[src/rtl/dmem_ctrl.sv]
// dmem_ctrl: data-memory access controller for the pipelined RV32 core.
//
// Sits downstream of the Memory stage. It turns an M-stage load or store into a
// request/acknowledge transaction on the data bus. Stores use byte lanes. A load
// returns the raw aligned word on MemDataM, and StallMemM holds the pipeline
// while the transaction is outstanding.
//
// Optional feature: define DMEM_CTRL_TIMEOUT_EN to abort a request that gets
// no bus_ack within TO_CYCLES REQ cycles. The abort pulses BusErrM and returns
// zero data for loads. Without the macro the controller waits indefinitely.
//
// Ports:
//   clk, reset             clock, synchronous active-high reset
//   MemReadM, MemWriteM    M-stage load / store strobes (both high = store)
//   ALUResultM             byte address
//   WriteDataM             store data (low bits significant)
//   InstrM                 funct3: [1:0] size (b/h/w), [2] unsigned load
//   MemDataM               registered word from the last completed load
//   StallMemM              hold F/D/E/M stages
//   MisalignM              misaligned access present this cycle
//   BusErrM                one-cycle pulse after a timeout abort
//   bus_req/we/addr/wdata/be   registered bus request fields
//   bus_rdata, bus_ack     bus response
module dmem_ctrl #(
    parameter int unsigned TO_CYCLES = 16
) (
    input  logic        clk,
    input  logic        reset,
    input  logic        MemReadM,
    input  logic        MemWriteM,
    input  logic [31:0] ALUResultM,
    input  logic [31:0] WriteDataM,
    input  logic [2:0]  InstrM,
    output logic [31:0] MemDataM,
    output logic        StallMemM,
    output logic        MisalignM,
    output logic        BusErrM,
    output logic        bus_req,
    output logic        bus_we,
    output logic [31:0] bus_addr,
    output logic [31:0] bus_wdata,
    output logic [3:0]  bus_be,
    input  logic [31:0] bus_rdata,
    input  logic        bus_ack
);

    typedef enum logic [1:0] {StIdle, StReq, StDone} stateE;

    stateE       state, stateNext;
    logic        access, misalign, issue, toHit;
    logic [1:0]  size;
    logic [3:0]  beNext;
    logic [31:0] wdataNext;

    // Signedness only matters to the load decoder.
    logic unusedSignBit;
    assign unusedSignBit = InstrM[2];

    assign size = InstrM[1:0];

    // Access decode and alignment check.
    always_comb begin
        access   = MemReadM | MemWriteM;
        misalign = 1'b0;
        case (size)
            2'b00:   misalign = 1'b0;
            2'b01:   misalign = ALUResultM[0];
            default: misalign = |ALUResultM[1:0];
        endcase
        issue = access & ~misalign;
    end

    // Store lane steering. Loads always fetch the full word.
    always_comb begin
        beNext    = 4'b1111;
        wdataNext = WriteDataM;
        case (size)
            2'b00: begin
                beNext    = 4'b0001 << ALUResultM[1:0];
                wdataNext = {4{WriteDataM[7:0]}};
            end
            2'b01: begin
                beNext    = ALUResultM[1] ? 4'b1100 : 4'b0011;
                wdataNext = {2{WriteDataM[15:0]}};
            end
            default: begin
                beNext    = 4'b1111;
                wdataNext = WriteDataM;
            end
        endcase
        if (!MemWriteM) begin
            beNext = 4'b1111;
        end
    end

`ifdef DMEM_CTRL_TIMEOUT_EN
    logic [7:0] toCnt;

    // The counter sits at zero outside REQ, so it starts cleared on every entry.
    always_ff @(posedge clk) begin
        if (reset) begin
            toCnt <= 8'd0;
        end else if (state != StReq) begin
            toCnt <= 8'd0;
        end else if (!bus_ack) begin
            toCnt <= toCnt + 8'd1;
        end
    end

    // This REQ cycle is the last one allowed.
    assign toHit = (toCnt == 8'(TO_CYCLES - 1));

    // An ack in the limit cycle wins, so no error is raised then.
    always_ff @(posedge clk) begin
        if (reset) begin
            BusErrM <= 1'b0;
        end else begin
            BusErrM <= (state == StReq) && !bus_ack && toHit;
        end
    end
`else
    assign toHit   = 1'b0;
    assign BusErrM = 1'b0;
`endif

    // State register.
    always_ff @(posedge clk) begin
        if (reset) begin
            state <= StIdle;
        end else begin
            state <= stateNext;
        end
    end

    // Next-state logic.
    always_comb begin
        stateNext = state;
        case (state)
            StIdle: if (issue) stateNext = StReq;
            StReq:  if (bus_ack || toHit) stateNext = StDone;
            StDone: stateNext = StIdle;
            default: stateNext = StIdle;
        endcase
    end

    // Outputs. StallMemM is low in DONE so the held instruction is not reissued.
    always_comb begin
        StallMemM = ((state == StIdle) && issue) || (state == StReq);
        MisalignM = access & misalign;
    end

    // Bus request fields and the load data register.
    always_ff @(posedge clk) begin
        if (reset) begin
            bus_req   <= 1'b0;
            bus_we    <= 1'b0;
            bus_addr  <= 32'd0;
            bus_wdata <= 32'd0;
            bus_be    <= 4'd0;
            MemDataM  <= 32'd0;
        end else begin
            bus_req <= (stateNext == StReq);
            if ((state == StIdle) && issue) begin
                bus_we    <= MemWriteM;
                bus_addr  <= {ALUResultM[31:2], 2'b00};
                bus_be    <= beNext;
                bus_wdata <= wdataNext;
            end
            if (state == StReq) begin
                if (bus_ack) begin
                    if (!bus_we) MemDataM <= bus_rdata;
                end else if (toHit) begin
                    if (!bus_we) MemDataM <= 32'd0;
                end
            end
        end
    end

endmodule

[config.mk]
export PLATFORM = sky130hd
export DESIGN_NAME = dmem_ctrl
export DESIGN_NICKNAME = d
export VERILOG_FILES = /design/src/rtl/dmem_ctrl.sv
export SDC_FILE = /design/constraint.sdc
export NUM_CORES = 1
export LEC_CHECK = 0
export ABC_CLOCK_PERIOD_IN_PS = 1620
export BUFFER_PORTS_ARGS = -buffer_cell sky130_fd_sc_hd__buf_4
export CAP_MARGIN = 10
export CORE_MARGIN = 1
export CORE_UTILIZATION = 46
export DETAILED_ROUTE_END_ITERATION = 12
export PLACE_DENSITY = 0.79
export SLEW_MARGIN = 20
export SYNTH_ARGS = -nofsm -noshare
export SYNTH_HDL_FRONTEND = slang
export SYNTH_SLANG_ARGS = --single-unit
[constraint.sdc]
create_clock -name clk -period 1.62 [get_ports clk]
set_input_delay 0.081 -clock clk [delete_from_list [all_inputs] [get_ports clk]]
set_output_delay 0.081 -clock clk [all_outputs]
set_load 0.1 [all_outputs]
==> summary.md <==
The run finished with clean final reports. The HPWL after detailed placement is 8.58 mm. The power density over the cells is 1010 mW/mm^2, and the highest achievable clock rate is 0.656 GHz. For the via total after detailed routing, the log shows 4458. In the post-synthesis netlist, the cell with the most instances is sky130_fd_sc_hd__nand2_1. The clock period could shrink to 1.52 ns.

The tools report the boundary pin count as 209. The mean area per synthesized cell was 8.74 sq um; the clock transition at the registers of the reported paths was 0.09 ns. Adding up every negative setup slack in the final design gives 0 ns. The all-layer global routing usage came out at 26.5%. The final layout contains routed wiring with a total length of 13.2 mm.

The flop and latch count out of synthesis was 102; the total die area was 0.00980 sq mm. Maximum count of clock buffers along a single path: 2. Once detail routing completed, the nets flagged for antenna violations numbered 0. The tools report the maximum clock skew at final layout as 0.0127 ns. The data required time of the critical path came out at 1.54 ns. Yosys printed 0 warnings. Start-to-end type of the worst setup path: register to output pin.

The signal on the critical path passes through nor2_1 > nand4_1 > o21ai_2 > buf_6. The cell count after synthesis came out at 495. For this run, the post-layout net count is 848.

The tools report the peak supply drop as 0.000623 V. sky130_fd_sc_hd__dfxtp_1 takes more of the synthesized area than any other cell. Number of global-route vias before repair: 4329.

The signed area change from the synthesized netlist to the final layout came out at 56.7%. For the worst setup path, the data arrival time is 1.44 ns. After detailed routing, the number of remaining DRC violations is 0. The capturing element type of the critical path is an output pin. Summing every instance area after synthesis gives 0.00433 sq mm. The tools report the number of H-tree branching levels as 3. The logs give 102 for the clock sink count and 0 for the number of diodes added for antenna fixing. The maximum cell stage delay along the critical path was 0.39 ns; the effective utilization at floorplan was 47.3%. The tightest min-delay check is of the primary input to register type. The largest net degree at the start of global routing was 56.

The root buffer cell chosen for the clock tree is sky130_fd_sc_hd__clkbuf_8. In this run, CTS created clock tree buffers numbering 9. In this run, the number of DRC markers left after iteration 0 of detailed routing was 170. For the number of endpoints failing setup at the final stage, the log shows 0.

The number of antenna violations at the first check in global routing is 0, and the total iterations of the first detailed-routing run is 4. The slowest cell on the critical path is sky130_fd_sc_hd__dfxtp_1. For this design the static power due to leakage is 2.97 nW.

The number of enable flip-flop cells after synthesis is 0. Final hold violation count: 0. The number of buffers and inverters on the critical path works out to 1. After synthesis, the cell types taking the most area are sky130_fd_sc_hd__dfxtp_1, sky130_fd_sc_hd__nand2_1, sky130_fd_sc_hd__mux2i_1. The die is 99.0 um wide. Headroom to the max-slew limit came out at 59.4%.

The die height is 99.0 um. By count the netlist is led by sky130_fd_sc_hd__nand2_1, sky130_fd_sc_hd__dfxtp_1, sky130_fd_sc_hd__mux2i_1. The core region is 0.00915 sq mm.

Share of flip-flops with an asynchronous set or reset after synthesis: 0%. In the routed layout, each cell is associated on average with a via count of 5.19. After layout, the worst path uses 94.1% of the clock period. The worst hold-check slack was 0.0197 ns.

The final-report max-slew violation count came out at 0. In the synthesized netlist the dominant register cell turns out to be sky130_fd_sc_hd__dfxtp_1. The later pin in the worst-skew pair is clocked with a latency of 0.36 ns. The cell family with the largest share of critical-path delay is flip-flops.

During placement, the flow inserted port buffers numbering 204. In this run the worst path has a maximum fanout of 6. TritonCTS built the clock tree. After detailed routing, the average wire length per cell comes to 15.3 um. The first global-routing pass estimated 20.7 mm of wire. At the pin with the least slew margin, the transition time is 0.609 ns.

Setup repair after global routing left no endpoint under its margin. The tools report the weighted congestion at the end of routability-driven global placement as 0.750. The count of unique library cells instantiated by Yosys is 29. The share of post-route cells with drive strength above 1 is 33.3%.

The initialized floorplan defines 35 standard-cell rows. For this run, the register share of the synthesized area comes to 47.2%. Across the run, the number of max-cap violations was 0. The share of synthesized area in the top cell type comes to 47.2%. The total overflow left after global routing is 0. The kind of launch point of the worst setup path is a register.
-- path summary, 6_finish.rpt --
kind / from / to / slack (ns) / depth (start not counted)
worst min register to register: MemDataM[19]$_SDFFE_PP0P_ / MemDataM[19]$_SDFFE_PP0P_ / 0.46 / 2
worst max-delay path: state[1]$_SDFF_PP0_ / StallMemM / 0.1 / 4
worst min-delay path: WriteDataM[0] / bus_wdata[0]$_SDFFE_PP0P_ / 0.02 / 3
worst max register to register: state[1]$_SDFF_PP0_ / bus_wdata[10]$_SDFFE_PP0P_ / 0.14 / 4
-- cell type report --
cell class / count / area (sq um)
clock buffers: 11 / 131
clock inverters: 4 / 32.5
fillers: 648 / 2380
inverters: 3 / 11.3
multi-input cells: 342 / 2060
flip-flops and latches: 102 / 2050
well taps: 111 / 139
repair buffers: 286 / 2360
-- power by group --
part           total [mW]  switching (mW)  internal [mW]
Clock                1.44           0.872          0.564
Combinational        2.61            1.85          0.756
Sequential           2.78          0.0990           2.68
-- timing repair --
action / 4_1_cts / 5_1_grt
gates resized for setup: 1 / 0
hold buffers: 67 / 0
endpoints found under the setup margin: 1 / 0
endpoints found under the hold margin: 67 / 0
setup buffers: 1 / 0
-- stage by stage --
| stage | area [sq um] | worst slack, ns | instances | power [mW] | util [%] |
|---|---|---|---|---|---|
| after CTS | 6780 | 0.0686 | 859 | 6.85 | 74.0 |
| after global routing | 6780 | 0.000219 | 859 | 7.08 | 74.0 |
| after global placement | 5930 | 0.236 | 776 | 5.26 | 64.8 |
| after detailed placement | 5930 | 0.165 | 776 | 5.30 | 64.8 |
| after floorplan | 4340 | 0.0175 | 497 | 4.68 | - |
| final | 6780 | 0.0958 | 859 | 6.83 | 74.0 |
-- tightest hold or removal path, stage by stage --
cell	delay, ns
sky130_fd_sc_hd__buf_4	0.13
sky130_fd_sc_hd__nand2_1	0.06
sky130_fd_sc_hd__mux2i_1	0.06
-- flip-flops by register name, summed over array words and instances, names as in the netlist --
name and cells:
bus_we 1, state 2, bus_req 1, bus_wdata 32
bus_be 4, bus_addr 30, MemDataM 32
-- cells by family (layout without fill, tap and decap cells) --
| group | count (synthesis) | in the layout | synth area share, % |
|---|---|---|---|
| simple gates | 179 | 179 | 17.0 |
| other cells | 1 | 3 | 0.0867 |
| buf+inv | 53 | 304 | 5.84 |
| mux | 63 | 63 | 14.8 |
| flops | 102 | 102 | 47.2 |
| compound gates | 97 | 97 | 15.1 |
-- layer usage --
metal | vias to the layer above | global-route usage [%] | share of wire, %
li1 | 2192 | - | -
met1 | 2070 | 31.2 | 41
met2 | 177 | 47.3 | 50
met3 | 19 | 6.60 | 7.8
met4 | 0 | 8.38 | 1.6
met5 | - | 0 | 0
-- cell usage in the layout (no fill, tap or decap), drive strengths merged --
cell type / n
a211oi: 12
a21boi: 1
a21oi: 38
a311oi: 8
a41oi: 20
and4: 1
buf: 219
clkbuf: 11
clkinvlp: 2
conb: 3
dfxtp: 102
dlygate4sd3: 67
inv: 5
mux2: 8
mux2i: 55
nand2: 159
nand2b: 10
nand4: 1
nor2: 2
nor4b: 1
nor4bb: 1
o211ai: 8
o21ai: 10
or2: 2
or3: 1
or4bb: 1
Power figures use the tool's default switching activity.
